`src/rtl/axi4_decerr_slave_if.sv`:
```
// axi4_decerr_slave_if: AXI4 bus bundle between a master and the DECERR default slave
interface axi4_decerr_slave_if #(
    parameter int ID_WIDTH   = 4,
    parameter int DATA_WIDTH = 64
);
    logic [ID_WIDTH-1:0]   awid;
    logic                  awvalid;
    logic                  awready;
    logic [DATA_WIDTH-1:0] wdata;
    logic                  wlast;
    logic                  wvalid;
    logic                  wready;
    logic [ID_WIDTH-1:0]   bid;
    logic [1:0]            bresp;
    logic                  bvalid;
    logic                  bready;
    logic [ID_WIDTH-1:0]   arid;
    logic [7:0]            arlen;
    logic                  arvalid;
    logic                  arready;
    logic [ID_WIDTH-1:0]   rid;
    logic [DATA_WIDTH-1:0] rdata;
    logic [1:0]            rresp;
    logic                  rlast;
    logic                  rvalid;
    logic                  rready;

    modport slave (
        input  awid, awvalid, wdata, wlast, wvalid, bready, arid, arlen, arvalid, rready,
        output awready, wready, bid, bresp, bvalid, arready, rid, rdata, rresp, rlast, rvalid
    );

    modport master (
        output awid, awvalid, wdata, wlast, wvalid, bready, arid, arlen, arvalid, rready,
        input  awready, wready, bid, bresp, bvalid, arready, rid, rdata, rresp, rlast, rvalid
    );
endinterface

```
`src/rtl/axi4_decerr_slave.sv`:
```
// axi4_decerr_slave: default slave completing every write/read with DECERR and counting them
module axi4_decerr_slave #(
    parameter int ID_WIDTH   = 4,
    parameter int DATA_WIDTH = 64,
    parameter int CNT_WIDTH  = 16
) (
    input  logic                 aclk,
    input  logic                 areset,
    axi4_decerr_slave_if.slave   bus,
    output logic [CNT_WIDTH-1:0] decerr_wr_cnt,
    output logic [CNT_WIDTH-1:0] decerr_rd_cnt
);
    typedef enum logic [1:0] {W_IDLE, W_DATA, W_RESP} w_state_e;
    typedef enum logic {R_IDLE, R_DATA} r_state_e;

    w_state_e             w_q, w_d;
    r_state_e             r_q, r_d;
    logic [ID_WIDTH-1:0]  bid_q, bid_d, rid_q, rid_d;
    logic [7:0]           beat_q, beat_d;
    logic [CNT_WIDTH-1:0] wr_cnt_q, wr_cnt_d, rd_cnt_q, rd_cnt_d;
    logic                 unused_wdata;

    always_ff @(posedge aclk or posedge areset) begin
        if (areset) begin
            w_q      <= W_IDLE;
            r_q      <= R_IDLE;
            bid_q    <= '0;
            rid_q    <= '0;
            beat_q   <= '0;
            wr_cnt_q <= '0;
            rd_cnt_q <= '0;
        end else begin
            w_q      <= w_d;
            r_q      <= r_d;
            bid_q    <= bid_d;
            rid_q    <= rid_d;
            beat_q   <= beat_d;
            wr_cnt_q <= wr_cnt_d;
            rd_cnt_q <= rd_cnt_d;
        end
    end

    // Write channel: beats are swallowed; only the completion is visible
    always_comb begin
        w_d      = w_q;
        bid_d    = bid_q;
        wr_cnt_d = wr_cnt_q;
        unique case (w_q)
            W_IDLE: if (bus.awvalid) begin
                w_d   = W_DATA;
                bid_d = bus.awid;
            end
            W_DATA: if (bus.wvalid && bus.wlast) w_d = W_RESP;
            W_RESP: if (bus.bready) begin
                w_d      = W_IDLE;
                wr_cnt_d = &wr_cnt_q ? wr_cnt_q : wr_cnt_q + CNT_WIDTH'(1);
            end
            default: w_d = W_IDLE;
        endcase
    end

    // Read channel: beat_q counts remaining beats, so zero marks the last one
    always_comb begin
        r_d      = r_q;
        rid_d    = rid_q;
        beat_d   = beat_q;
        rd_cnt_d = rd_cnt_q;
        if (r_q == R_IDLE) begin
            if (bus.arvalid) begin
                r_d    = R_DATA;
                rid_d  = bus.arid;
                beat_d = bus.arlen;
            end
        end else if (bus.rready) begin
            if (beat_q == 8'd0) begin
                r_d      = R_IDLE;
                rd_cnt_d = &rd_cnt_q ? rd_cnt_q : rd_cnt_q + CNT_WIDTH'(1);
            end else begin
                beat_d = beat_q - 8'd1;
            end
        end
    end

    assign bus.awready   = w_q == W_IDLE;
    assign bus.wready    = w_q == W_DATA;
    assign bus.bvalid    = w_q == W_RESP;
    assign bus.bid       = bid_q;
    assign bus.bresp     = 2'b11;
    assign bus.arready   = r_q == R_IDLE;
    assign bus.rvalid    = r_q == R_DATA;
    assign bus.rlast     = (r_q == R_DATA) && (beat_q == 8'd0);
    assign bus.rid       = rid_q;
    assign bus.rresp     = 2'b11;
    assign bus.rdata     = {DATA_WIDTH{1'b0}};
    assign decerr_wr_cnt = wr_cnt_q;
    assign decerr_rd_cnt = rd_cnt_q;
    assign unused_wdata  = ^bus.wdata;
endmodule

```
`src/flat_wrapper.sv`:
```
// flat-port wrapper written by rule: the top's interface ports become plain ports
module axi4_decerr_slave_flat 
#(
    parameter int ID_WIDTH   = 4,
    parameter int DATA_WIDTH = 64,
    parameter int CNT_WIDTH  = 16
)
  (aclk, areset, decerr_wr_cnt, decerr_rd_cnt, bus_awid, bus_awvalid, bus_wdata, bus_wlast, bus_wvalid, bus_bready, bus_arid, bus_arlen, bus_arvalid, bus_rready, bus_awready, bus_wready, bus_bid, bus_bresp, bus_bvalid, bus_arready, bus_rid, bus_rdata, bus_rresp, bus_rlast, bus_rvalid);
  axi4_decerr_slave_if #(.ID_WIDTH(ID_WIDTH), .DATA_WIDTH(DATA_WIDTH)) bus_i ();
  input  logic aclk;
  input  logic areset;
  output logic [CNT_WIDTH-1:0] decerr_wr_cnt;
  output logic [CNT_WIDTH-1:0] decerr_rd_cnt;
  input wire logic [$bits(bus_i.awid)-1:0] bus_awid;
  input wire logic [$bits(bus_i.awvalid)-1:0] bus_awvalid;
  input wire logic [$bits(bus_i.wdata)-1:0] bus_wdata;
  input wire logic [$bits(bus_i.wlast)-1:0] bus_wlast;
  input wire logic [$bits(bus_i.wvalid)-1:0] bus_wvalid;
  input wire logic [$bits(bus_i.bready)-1:0] bus_bready;
  input wire logic [$bits(bus_i.arid)-1:0] bus_arid;
  input wire logic [$bits(bus_i.arlen)-1:0] bus_arlen;
  input wire logic [$bits(bus_i.arvalid)-1:0] bus_arvalid;
  input wire logic [$bits(bus_i.rready)-1:0] bus_rready;
  output wire logic [$bits(bus_i.awready)-1:0] bus_awready;
  output wire logic [$bits(bus_i.wready)-1:0] bus_wready;
  output wire logic [$bits(bus_i.bid)-1:0] bus_bid;
  output wire logic [$bits(bus_i.bresp)-1:0] bus_bresp;
  output wire logic [$bits(bus_i.bvalid)-1:0] bus_bvalid;
  output wire logic [$bits(bus_i.arready)-1:0] bus_arready;
  output wire logic [$bits(bus_i.rid)-1:0] bus_rid;
  output wire logic [$bits(bus_i.rdata)-1:0] bus_rdata;
  output wire logic [$bits(bus_i.rresp)-1:0] bus_rresp;
  output wire logic [$bits(bus_i.rlast)-1:0] bus_rlast;
  output wire logic [$bits(bus_i.rvalid)-1:0] bus_rvalid;
  assign bus_i.awid = bus_awid;
  assign bus_i.awvalid = bus_awvalid;
  assign bus_i.wdata = bus_wdata;
  assign bus_i.wlast = bus_wlast;
  assign bus_i.wvalid = bus_wvalid;
  assign bus_i.bready = bus_bready;
  assign bus_i.arid = bus_arid;
  assign bus_i.arlen = bus_arlen;
  assign bus_i.arvalid = bus_arvalid;
  assign bus_i.rready = bus_rready;
  assign bus_awready = bus_i.awready;
  assign bus_wready = bus_i.wready;
  assign bus_bid = bus_i.bid;
  assign bus_bresp = bus_i.bresp;
  assign bus_bvalid = bus_i.bvalid;
  assign bus_arready = bus_i.arready;
  assign bus_rid = bus_i.rid;
  assign bus_rdata = bus_i.rdata;
  assign bus_rresp = bus_i.rresp;
  assign bus_rlast = bus_i.rlast;
  assign bus_rvalid = bus_i.rvalid;
  axi4_decerr_slave #(.ID_WIDTH(ID_WIDTH), .DATA_WIDTH(DATA_WIDTH), .CNT_WIDTH(CNT_WIDTH)) u_core (.aclk(aclk), .areset(areset), .bus(bus_i), .decerr_wr_cnt(decerr_wr_cnt), .decerr_rd_cnt(decerr_rd_cnt));
endmodule
```
`config.mk`:
```
export PLATFORM = sky130hd
export DESIGN_NAME = axi4_decerr_slave_flat
export DESIGN_NICKNAME = d
export VERILOG_FILES = /design/src/rtl/axi4_decerr_slave_if.sv /design/src/rtl/axi4_decerr_slave.sv /design/src/flat_wrapper.sv
export SDC_FILE = /design/constraint.sdc
export NUM_CORES = 1
export LEC_CHECK = 0
export BUFFER_PORTS_ARGS = -buffer_cell sky130_fd_sc_hd__buf_2
export CORE_ASPECT_RATIO = 1.25
export CORE_MARGIN = 2
export CORE_UTILIZATION = 25
export CTS_BUF_LIST = sky130_fd_sc_hd__clkbuf_8
export DETAILED_ROUTE_END_ITERATION = 8
export PLACE_DENSITY = 0.52
export REMOVE_ABC_BUFFERS = 1
export SKIP_LAST_GASP = 1
export SYNTH_ARGS = -nofsm -noshare
export SYNTH_HDL_FRONTEND = slang
export SYNTH_SLANG_ARGS = --single-unit
export TNS_END_PERCENT = 1
```
`constraint.sdc`:
```
create_clock -name aclk -period 2.15 [get_ports aclk]
set_input_delay 0.43 -clock aclk [delete_from_list [all_inputs] [get_ports aclk]]
set_output_delay 0.43 -clock aclk [all_outputs]
set_load 0.05 [all_outputs]
```
==> summary.log, run 1 <==
qor: placed_design.post_dp_cell_area 3500 µm²
qor: detailed_routing.via_count 2390
qor: critical_path.worstSetupEndpointType primary output
qor: run.max_cap_violations 0
qor: cells_and_area.fillers 1329
qor: yosys.yosys_most_used_dff dfrtp_1
qor: sta.finalCriticalPeriod 2.03 ns
qor: placed_design.placedCellCount 559
qor: cts.htree_num_levels 2
qor: critical_path.critPathRequiredTime 1.72 ns
qor: detailed_routing.totalWireLength 6900 µm
qor: yosys.synth_enable_flop_cells 0
qor: floorplan.floorplan.initialDensity 0.258
qor: critical_path.path_max_fanout 4
qor: sta.setup_tns 0 ns
qor: sta.tightestPinTransition 0.616 ns
qor: global_route.gr-total-overflow 0
qor: sta.rsz_0062_raised_after_global_routing false
qor: sta.hold_slack 0.0596 ns
qor: yosys.synthesis.yosys.warnings 0
qor: critical_path.regToRegEndpoint u_core.decerr_rd_cnt[14]
qor: global_route.grt_start_max_net_pins 23
qor: yosys.ys_seq_area_frac 0.406
qor: floorplan.floorplan.die.width 104 µm
qor: cells_and_area.postLayoutCoreUtil 0.299
qor: cells_and_area.final_layout_size_suffix_gt1_frac 0.280
qor: yosys.synth.ff_latch_count 51
qor: yosys.synth_area_per_cell 9.80 µm²
qor: cells_and_area.multi_input_area 1570 µm²
qor: sta.finClkSkew 0.00491 ns
qor: sta.final_hold_viol_count 0
qor: global_route.first_global_vias 2283
qor: cts.tritoncts done
qor: worst_hold_path.worst_hold_path_type in2async
qor: critical_path.cp.arrival 1.60 ns
qor: cells_and_area.num_antenna_cells 0
qor: detailed_routing.drc 0
qor: sta.final-setup-viol-count 0
qor: global_route.grtUsageTotal 0.103
qor: sta.layout_worst_path_cycle_share 0.944
qor: cts.clkSinkCount 51
qor: critical_path.timing.setup.critical_path_class reg2out
qor: placed_design.globalplace.congestion 0.774
qor: cts.worstSkewPairLatency 0.32 ns
qor: critical_path.timing.reg2reg.worst_path_depth 7
qor: detailed_routing.routed_len_inst 12.1 µm
qor: cts.cts_root_buffer clkbuf_8
qor: floorplan.die-area 13500 µm²
qor: cts.cts-buffers-inserted 5
qor: power_and_ir_drop.power.density_cell_area 944 nW/µm²
qor: sta.achievable-frequency 0.492 GHz
qor: sta.timing.slew.headroom 0.586
qor: cells_and_area.layout.cell_area.non_filler 3650 µm²
qor: floorplan.io-pin-count 202
qor: placed_design.detailedPlacementHpwl 5310 µm
qor: global_route.grt_pass1_wl 11300 µm
qor: power_and_ir_drop.p_leak 1.94 nW
qor: yosys.syn-cell-area 3150 µm²
qor: placed_design.placement.io_buffers 69
qor: detailed_routing.drt_pre_antenna_iters 4
qor: cells_and_area.syn_to_final_growth 15.9%
qor: critical_path.ff2ff_setup_slack 0.15 ns
qor: global_route.antenna_found_initial 0
qor: cts.ctsLongestPathBuffers 2
qor: cts.ctsHoldBuffers 0
qor: detailed_routing.via_per_inst 4.21
qor: critical_path.r2r-start u_core.beat_q[0]
qor: power_and_ir_drop.peak_supply_drop 0.370 mV
qor: detailed_routing.dr.first_iter.drc_count 62
qor: cells_and_area.layoutNonFillerInstCount 568
qor: cells_and_area.num-nets-final 495
qor: yosys.synthArstFlopShare 1.00
qor: run_status.outcome finished, final reports clean
qor: cts.clkTransAtPathRegs 0.10 ns
qor: sta.slew_viol_final 0
qor: yosys.syn_inst 321
qor: detailed_routing.postRouteAntennaNets 0
qor: critical_path.setup.worst_path.start_class flip-flop
qor: floorplan.core-area 12200 µm²
qor: floorplan.floorplan.die.height 129 µm
qor: cells_and_area.sequential_cell_area 1280 µm²
qor: yosys.synth_cell_type_count 51
qor: floorplan.rows 45
worst max-delay path: stages (launching register included):
cell and delay (ns):
dfrtp_1 0.41, inv_2 0.09, ha_2 0.19, nor3b_4 0.21, nand2_2 0.09, nor2_2 0.12, buf_6 0.17
synth_stat cells (5+ instances only):
cell type | count | area, µm²
inv_1 | 9 | 33.8
nand3_1 | 8 | 40.0
xor2_1 | 23 | 201
dfrtp_1 | 51 | 1280
mux2_1 | 5 | 56.3
nand4_1 | 8 | 50.1
nor3_1 | 15 | 75.1
buf_4 | 68 | 510
nand2_1 | 27 | 101
nor2_1 | 15 | 56.3
o22a_1 | 5 | 43.8
a21oi_1 | 9 | 45.0
nor2b_1 | 6 | 37.5
nor4_1 | 10 | 62.6
per-layer routing:
| layer | vias up | GRT usage | part of all wire |
|---|---|---|---|
| met3 | 6 | 0.0221 | 0.060 |
| met5 | - | 0 | 0 |
| li1 | 1151 | - | - |
| met4 | 0 | 0.0350 | 0.013 |
| met1 | 1139 | 0.124 | 0.43 |
| met2 | 94 | 0.185 | 0.50 |
layout by cell type (no fill, tap or decap), types with 5 or more instances in the layout:
cell type,n
a21oi_1,9
buf_2,68
buf_4,13
clkbuf_8,5
conb_1,68
dfrtp_1,51
inv_1,6
mux2_1,5
nand2_1,26
nand3_1,8
nand4_1,8
nor2_1,14
nor2b_1,6
nor3_1,15
nor4_1,10
o22a_1,5
xor2_1,23
logic make-up after synthesis:
family,synth area share
compound gates,0.0712
mux,0.0417
fa+ha+maj,0.0159
simple gates,0.217
buf+inv,0.179
other cells,0.00239
flops,0.406
xor+xnor,0.0668
layout make-up:
class | count | area share
multi-input combinational | 254 | 0.430
timing repair buffer | 82 | 0.123
clock buffer | 5 | 0.0189
clock inverter | 3 | 0.0130
inverter | 9 | 0.00926
tap | 164 | 0.0562
sequential | 51 | 0.350
worst max-delay path by stage:
| stage | start | endpoint | slack [ns] | cells past startpoint |
|---|---|---|---|---|
| after floorplan | u_core.bus.rvalid | bus_rlast | -0.49 | 2 |
| after global placement | u_core.beat_q[0] | u_core.decerr_rd_cnt[14] | 0.17 | 7 |
| after detailed placement | u_core.beat_q[0] | u_core.decerr_rd_cnt[14] | 0.09 | 7 |
| after CTS | u_core.beat_q[0] | bus_rlast | 0.005 | 6 |
| after global routing | u_core.beat_q[0] | u_core.decerr_rd_cnt[14] | 0.01 | 7 |
| final | u_core.beat_q[0] | bus_rlast | 0.12 | 6 |
power breakdown:
group | internal, W | switching (W)
logic | 0.000359 | 0.00102
registers | 0.00115 | 0.000210
clock network | 0.000354 | 0.000357
state kept, by name (all words and copies together), names as in the netlist:
| signal | count |
|---|---|
| u_core.w_q | 2 |
| u_core.bus.rid | 4 |
| u_core.beat_q | 8 |
| u_core.bus.rvalid | 1 |
| u_core.decerr_rd_cnt | 16 |
| u_core.decerr_wr_cnt | 16 |
| u_core.bus.bid | 4 |
per-stage QoR:
stage,setup WS [ns],total power (W)
detailed placement,0.0899,0.00273
floorplan,-0.489,0.00242
finish,0.119,0.00345
global route,0.0117,0.00366
CTS,0.00505,0.00349
global placement,0.169,0.00270
repair_timing:
item / CTS / global route
setup endpoints to repair: 1 / 3
pin swaps: 1 / 1
buffers inserted: 0 / 1
gates resized for setup: 5 / 3
Power figures use the tool's default switching activity.
==> run 2: changes to the inputs <==
==> constraint.sdc (replaced) <==
create_clock -name aclk -period 2.4 [get_ports aclk]
set_input_delay 0.48 -clock aclk [delete_from_list [all_inputs] [get_ports aclk]]
set_output_delay 0.48 -clock aclk [all_outputs]
set_load 0.05 [all_outputs]
==> summary.log, run 2 (synthesis results as in run 1) <==
qor: worst_hold_path.worst_hold_path_type in2async
qor: critical_path.worstSetupEndpointType primary output
qor: cts.ctsLongestPathBuffers 2
qor: run_status.outcome finished, final reports clean
qor: cts.postCtsSetupBuffers 0
qor: detailed_routing.drc 0
qor: floorplan.rows 45
qor: floorplan.floorplan.die.height 129 µm
qor: power_and_ir_drop.p_leak 1.89 nW
qor: detailed_routing.totalWireLength 6760 µm
qor: sta.final-setup-viol-count 0
qor: cells_and_area.final_cell_mix conb_1, buf_2, dfrtp_1
qor: power_and_ir_drop.power.density_cell_area 823 nW/µm²
qor: cells_and_area.syn_to_final_growth 13.6%
qor: cts.clkTransAtPathRegs 0.10 ns
qor: global_route.grt_pass1_wl 10900 µm
qor: critical_path.critPathRequiredTime 1.92 ns
qor: sta.finalCriticalPeriod 2.21 ns
qor: cells_and_area.final_layout_size_suffix_gt1_frac 0.259
qor: placed_design.detailedPlacementHpwl 5170 µm
qor: detailed_routing.via_per_inst 4.28
qor: power_and_ir_drop.peak_supply_drop 0.450 mV
qor: detailed_routing.via_count 2400
qor: sta.hold_slack 0.218 ns
qor: critical_path.setup.worst_path.start_class flip-flop
qor: global_route.grtUsageTotal 0.100
qor: sta.layout_worst_path_cycle_share 0.921
qor: floorplan.floorplan.die.width 104 µm
qor: critical_path.timing.setup.critical_path_class reg2out
qor: detailed_routing.postRouteAntennaNets 0
qor: cts.tritoncts done
qor: detailed_routing.drt_pre_antenna_iters 6
qor: sta.final_hold_viol_count 0
qor: cells_and_area.num_antenna_cells 0
qor: cts.cts_root_buffer clkbuf_8
qor: cts.cts-buffers-inserted 5
qor: cells_and_area.postLayoutCoreUtil 0.293
qor: cts.clkSinkCount 51
qor: sta.tightestPinTransition 0.703 ns
qor: sta.achievable-frequency 0.452 GHz
qor: cts.htree_num_levels 2
qor: placed_design.post_dp_cell_area 3470 µm²
qor: detailed_routing.dr.first_iter.drc_count 80
qor: detailed_routing.routed_len_inst 12.0 µm
qor: cells_and_area.num-nets-final 488
qor: cts.worstSkewPairLatency 0.31 ns
qor: placed_design.placement.setup.worst_slack 0.399 ns
qor: critical_path.cp.arrival 1.73 ns
qor: global_route.first_global_vias 2229
qor: cts.ctsHoldBuffers 0
qor: critical_path.ff2ff_setup_slack 0.38 ns
qor: floorplan.die-area 13500 µm²
qor: floorplan.io-pin-count 202
qor: sta.timing.slew.headroom 0.527
qor: floorplan.floorplan.initialDensity 0.258
qor: critical_path.path_max_fanout 5
qor: sta.finClkSkew 0.00957 ns
qor: placed_design.placedCellCount 553
qor: run.max_cap_violations 0
qor: cells_and_area.layout.cell_area.non_filler 3580 µm²
qor: global_route.antenna_found_initial 0
qor: global_route.grt_start_max_net_pins 29
qor: cells_and_area.fillers 1332
qor: placed_design.globalplace.congestion 0.773
qor: sta.slew_viol_final 0
qor: floorplan.core-area 12200 µm²
qor: cells_and_area.layoutNonFillerInstCount 561
qor: global_route.gr-total-overflow 0
qor: cts.ctsResizeCount 0
qor: sta.worst_slack 0.189 ns
qor: sta.rsz_0062_raised_after_global_routing false
qor: placed_design.placement.io_buffers 69
-- run 2: changes by cell type in the layout (fill, tap and decap cells not counted), moves of 2 or more --
cell	before	now
inv_2	3	1
clkinvlp_4	0	2
buf_4	13	5
inv_1	6	8
-- run 2: power by group --
part           internal [W]  switching (W)  leakage, nW  total (W)
clock              0.000209       0.000315       0.0408   0.000524
sequential          0.00103       0.000189        0.651    0.00122
combinational      0.000305       0.000895         1.20    0.00120
-- run 2: final timing paths --
path	start	cells after the start	endpoint
max in group asynchronous	areset	3	u_core.w_q[0]
min in group aclk	bus_arid[3]	3	u_core.bus.rid[3]
max reg2reg	u_core.beat_q[0]	6	u_core.beat_q[3]
max	u_core.beat_q[0]	7	bus_rlast
min	areset	2	u_core.bus.rid[3]
min reg2reg	u_core.bus.rid[3]	2	u_core.bus.rid[3]
-- run 2: cell type report --
cell class	count	area [µm²]	share of cell area
clock buffer	5	68.8	0.0192
timing repair buffer	75	409	0.114
clock inverter	3	23.8	0.00665
sequential	51	1280	0.357
multi-input combinational	254	1560	0.436
inverter	9	33.8	0.00945
tap	164	205	0.0574
-- run 2: per-stage QoR --
step,total power [W],setup TNS [ns]
floorplan,0.00217,-0.289
global placement,0.00241,0
detailed placement,0.00244,0
CTS,0.00298,0
global route,0.00311,0
finish,0.00294,0
-- run 2: layer usage --
metal  global-route usage  share of wire  vias to the layer above
met3               0.0252          0.060                        7
met5                    0              0                        -
li1                     -              -                     1138
met2                0.173           0.50                       89
met1                0.122           0.43                     1166
met4               0.0342          0.013                        0
-- run 2: worst max-delay path, stage by stage (launching register included) --
cell     delay [ns]
dfrtp_1        0.40
inv_1          0.12
ha_1           0.20
nor3b_2        0.17
buf_4          0.16
nand2_2        0.09
nor2_2         0.11
buf_6          0.17
==> run 3: changes to the inputs <==
==> constraint.sdc (replaced) <==
create_clock -name aclk -period 2.8 [get_ports aclk]
set_input_delay 0.56 -clock aclk [delete_from_list [all_inputs] [get_ports aclk]]
set_output_delay 0.56 -clock aclk [all_outputs]
set_load 0.05 [all_outputs]
==> summary.log, run 3 (synthesis results as in run 1) <==
qor: cts.cts-buffers-inserted 5
qor: critical_path.ff2ff_setup_slack 0.71 ns
qor: placed_design.placement.setup.worst_slack 0.532 ns
qor: critical_path.cp-startpoint u_core.beat_q[0]
qor: sta.final_hold_viol_count 0
qor: floorplan.io-pin-count 202
qor: floorplan.floorplan.die.height 129 µm
qor: global_route.grt_start_max_net_pins 52
qor: floorplan.rows 45
qor: worst_hold_path.worst_hold_path_type in2async
qor: sta.achievable-frequency 0.388 GHz
qor: cts.ctsResizeCount 0
qor: sta.layout_worst_path_cycle_share 0.921
qor: cts.ctsHoldBuffers 0
qor: sta.final-setup-viol-count 0
qor: cts.clkSinkCount 51
qor: cells_and_area.syn_to_final_growth 13.6%
qor: floorplan.die-area 13500 µm²
qor: cells_and_area.final_layout_size_suffix_gt1_frac 0.249
qor: cells_and_area.final_cell_mix buf_2, conb_1, dfrtp_1
qor: critical_path.critPathRequiredTime 2.24 ns
qor: cells_and_area.layout.cell_area.non_filler 3570 µm²
qor: sta.worst_slack 0.221 ns
qor: cts.worstSkewPairLatency 0.31 ns
qor: sta.finClkSkew 0.00674 ns
qor: detailed_routing.drt_pre_antenna_iters 4
qor: critical_path.critical_path_sink bus_rlast
qor: power_and_ir_drop.swShare 0.442
qor: floorplan.floorplan.initialDensity 0.258
qor: cells_and_area.mostFrequentLayoutCell buf_2
qor: global_route.grt_pass1_wl 10600 µm
qor: power_and_ir_drop.p_leak 1.89 nW
qor: power_and_ir_drop.cellInternalPower 0.00149 W
qor: floorplan.core-area 12200 µm²
qor: floorplan.floorplan.die.width 104 µm
qor: critical_path.cp.arrival 2.02 ns
qor: cts.ctsLongestPathBuffers 2
qor: sta.setup_tns 0 ns
qor: detailed_routing.routed_len_inst 12.0 µm
qor: cells_and_area.postLayoutCoreUtil 0.292
qor: cts.cts_root_buffer clkbuf_8
qor: detailed_routing.totalWireLength 6670 µm
qor: critical_path.r2r-start u_core.beat_q[0]
qor: cts.htree_num_levels 2
qor: detailed_routing.dr.first_iter.drc_count 89
qor: detailed_routing.drc 0
qor: cts.postCtsSetupBuffers 0
qor: detailed_routing.postRouteAntennaNets 0
qor: sta.timing.slew.headroom 0.501
qor: sta.rsz_0062_raised_after_global_routing false
qor: critical_path.regToRegEndpoint u_core.decerr_rd_cnt[10]
qor: placed_design.globalplace.congestion 0.783
qor: global_route.gr-total-overflow 0
qor: cts.tritoncts done
qor: power_and_ir_drop.finalPower 0.00267 W
qor: global_route.first_global_vias 2187
qor: critical_path.path_max_fanout 5
qor: critical_path.worstSetupEndpointType primary output
qor: power_and_ir_drop.power.density_cell_area 748 nW/µm²
qor: power_and_ir_drop.clock_power_share 0.231
qor: power_and_ir_drop.share_comb_of_total_power 0.381
qor: critical_path.timing.setup.critical_path_class reg2out
qor: sta.tightestPinTransition 0.741 ns
qor: global_route.antenna_found_initial 0
qor: sta.slew_viol_final 0
qor: cts.clkTransAtPathRegs 0.10 ns
qor: critical_path.setup.worst_path.start_class flip-flop
qor: cells_and_area.num-nets-final 485
qor: placed_design.placement.io_buffers 69
qor: run.max_cap_violations 0
qor: power_and_ir_drop.switchingPower 0.00118 W
qor: power_and_ir_drop.peak_supply_drop 0.362 mV
qor: critical_path.timing.reg2reg.worst_path_depth 6
qor: global_route.grtUsageTotal 0.0981
qor: sta.finalCriticalPeriod 2.58 ns
qor: cells_and_area.num_antenna_cells 0
qor: placed_design.post_dp_cell_area 3440 µm²
qor: placed_design.detailedPlacementHpwl 5020 µm
qor: run_status.outcome finished, final reports clean
qor: detailed_routing.via_per_inst 4.26
qor: power_and_ir_drop.power.sequential.fraction 0.389
qor: detailed_routing.via_count 2375
## run 3: cell count changes in the layout (fill, tap and decap cells not counted)
| cell | previous run | this run |
|---|---|---|
| buf_6 | 1 | 0 |
| nor2_2 | 1 | 0 |
| nand2_2 | 1 | 0 |
| nor2_1 | 14 | 15 |
| clkinvlp_4 | 2 | 1 |
| nand2_1 | 26 | 27 |
| bufinv_16 | 0 | 2 |
| buf_4 | 5 | 3 |
| buf_12 | 1 | 0 |
| inv_6 | 1 | 0 |
| buf_2 | 68 | 69 |
## run 3: how the worst min path moves through the flow
| stage | startpoint | cells past startpoint | end | slack [ns] |
|---|---|---|---|---|
| 6_report | areset | 3 | u_core.decerr_wr_cnt[5] | 0.42 |
| 4_1_cts | bus_arid[2] | 3 | u_core.bus.rid[2] | 0.42 |
| 5_1_grt | bus_arid[0] | 3 | u_core.bus.rid[0] | 0.42 |
| 3_3_place_gp | u_core.bus.rid[0] | 2 | u_core.bus.rid[0] | 0.46 |
| 2_1_floorplan | u_core.w_q[1] | 1 | u_core.w_q[0] | 0.48 |
| 3_5_place_dp | u_core.bus.rid[3] | 2 | u_core.bus.rid[3] | 0.46 |
## run 3: worst max-delay path, cell delays in order, from the launching register on
cell and delay, ns:
dfrtp_1 0.39, inv_1 0.12, ha_1 0.21, nor3b_2 0.38, nand2_1 0.21, nor2_1 0.14, buf_2 0.27
## run 3: routing by layer
metal	global-route usage	vias up	routed length [µm]
met3	0.0241	7	389
li1	-	1129	-
met1	0.119	1153	2820
met2	0.168	86	3380
met5	0	-	0
met4	0.0382	0	87
## run 3: area by class of cell
class / count / area, µm²
Fill cell: 1334 / 8640
Tap cell: 164 / 205
Clock buffer: 5 / 68.8
Clock inverter: 3 / 67.6
Inverter: 9 / 33.8
Multi-Input combinational cell: 254 / 1550
Timing Repair Buffer: 72 / 368
Sequential cell: 51 / 1280
## run 3: stage by stage
step	instances	hold WS [ns]
after CTS	558	0.417
after detailed placement	550	0.460
after global placement	550	0.459
after global routing	558	0.421
final	558	0.420
after floorplan	314	0.476
## run 3: power by group through the flow
stage	registers (W)	logic, W	clock network, W
after floorplan	0.00133	0.000532	0
after global placement	0.00105	0.00101	0
after detailed placement	0.00105	0.00102	0
after CTS	0.00104	0.00102	0.000652
after global routing	0.00107	0.00108	0.000681
final	0.00104	0.00102	0.000617
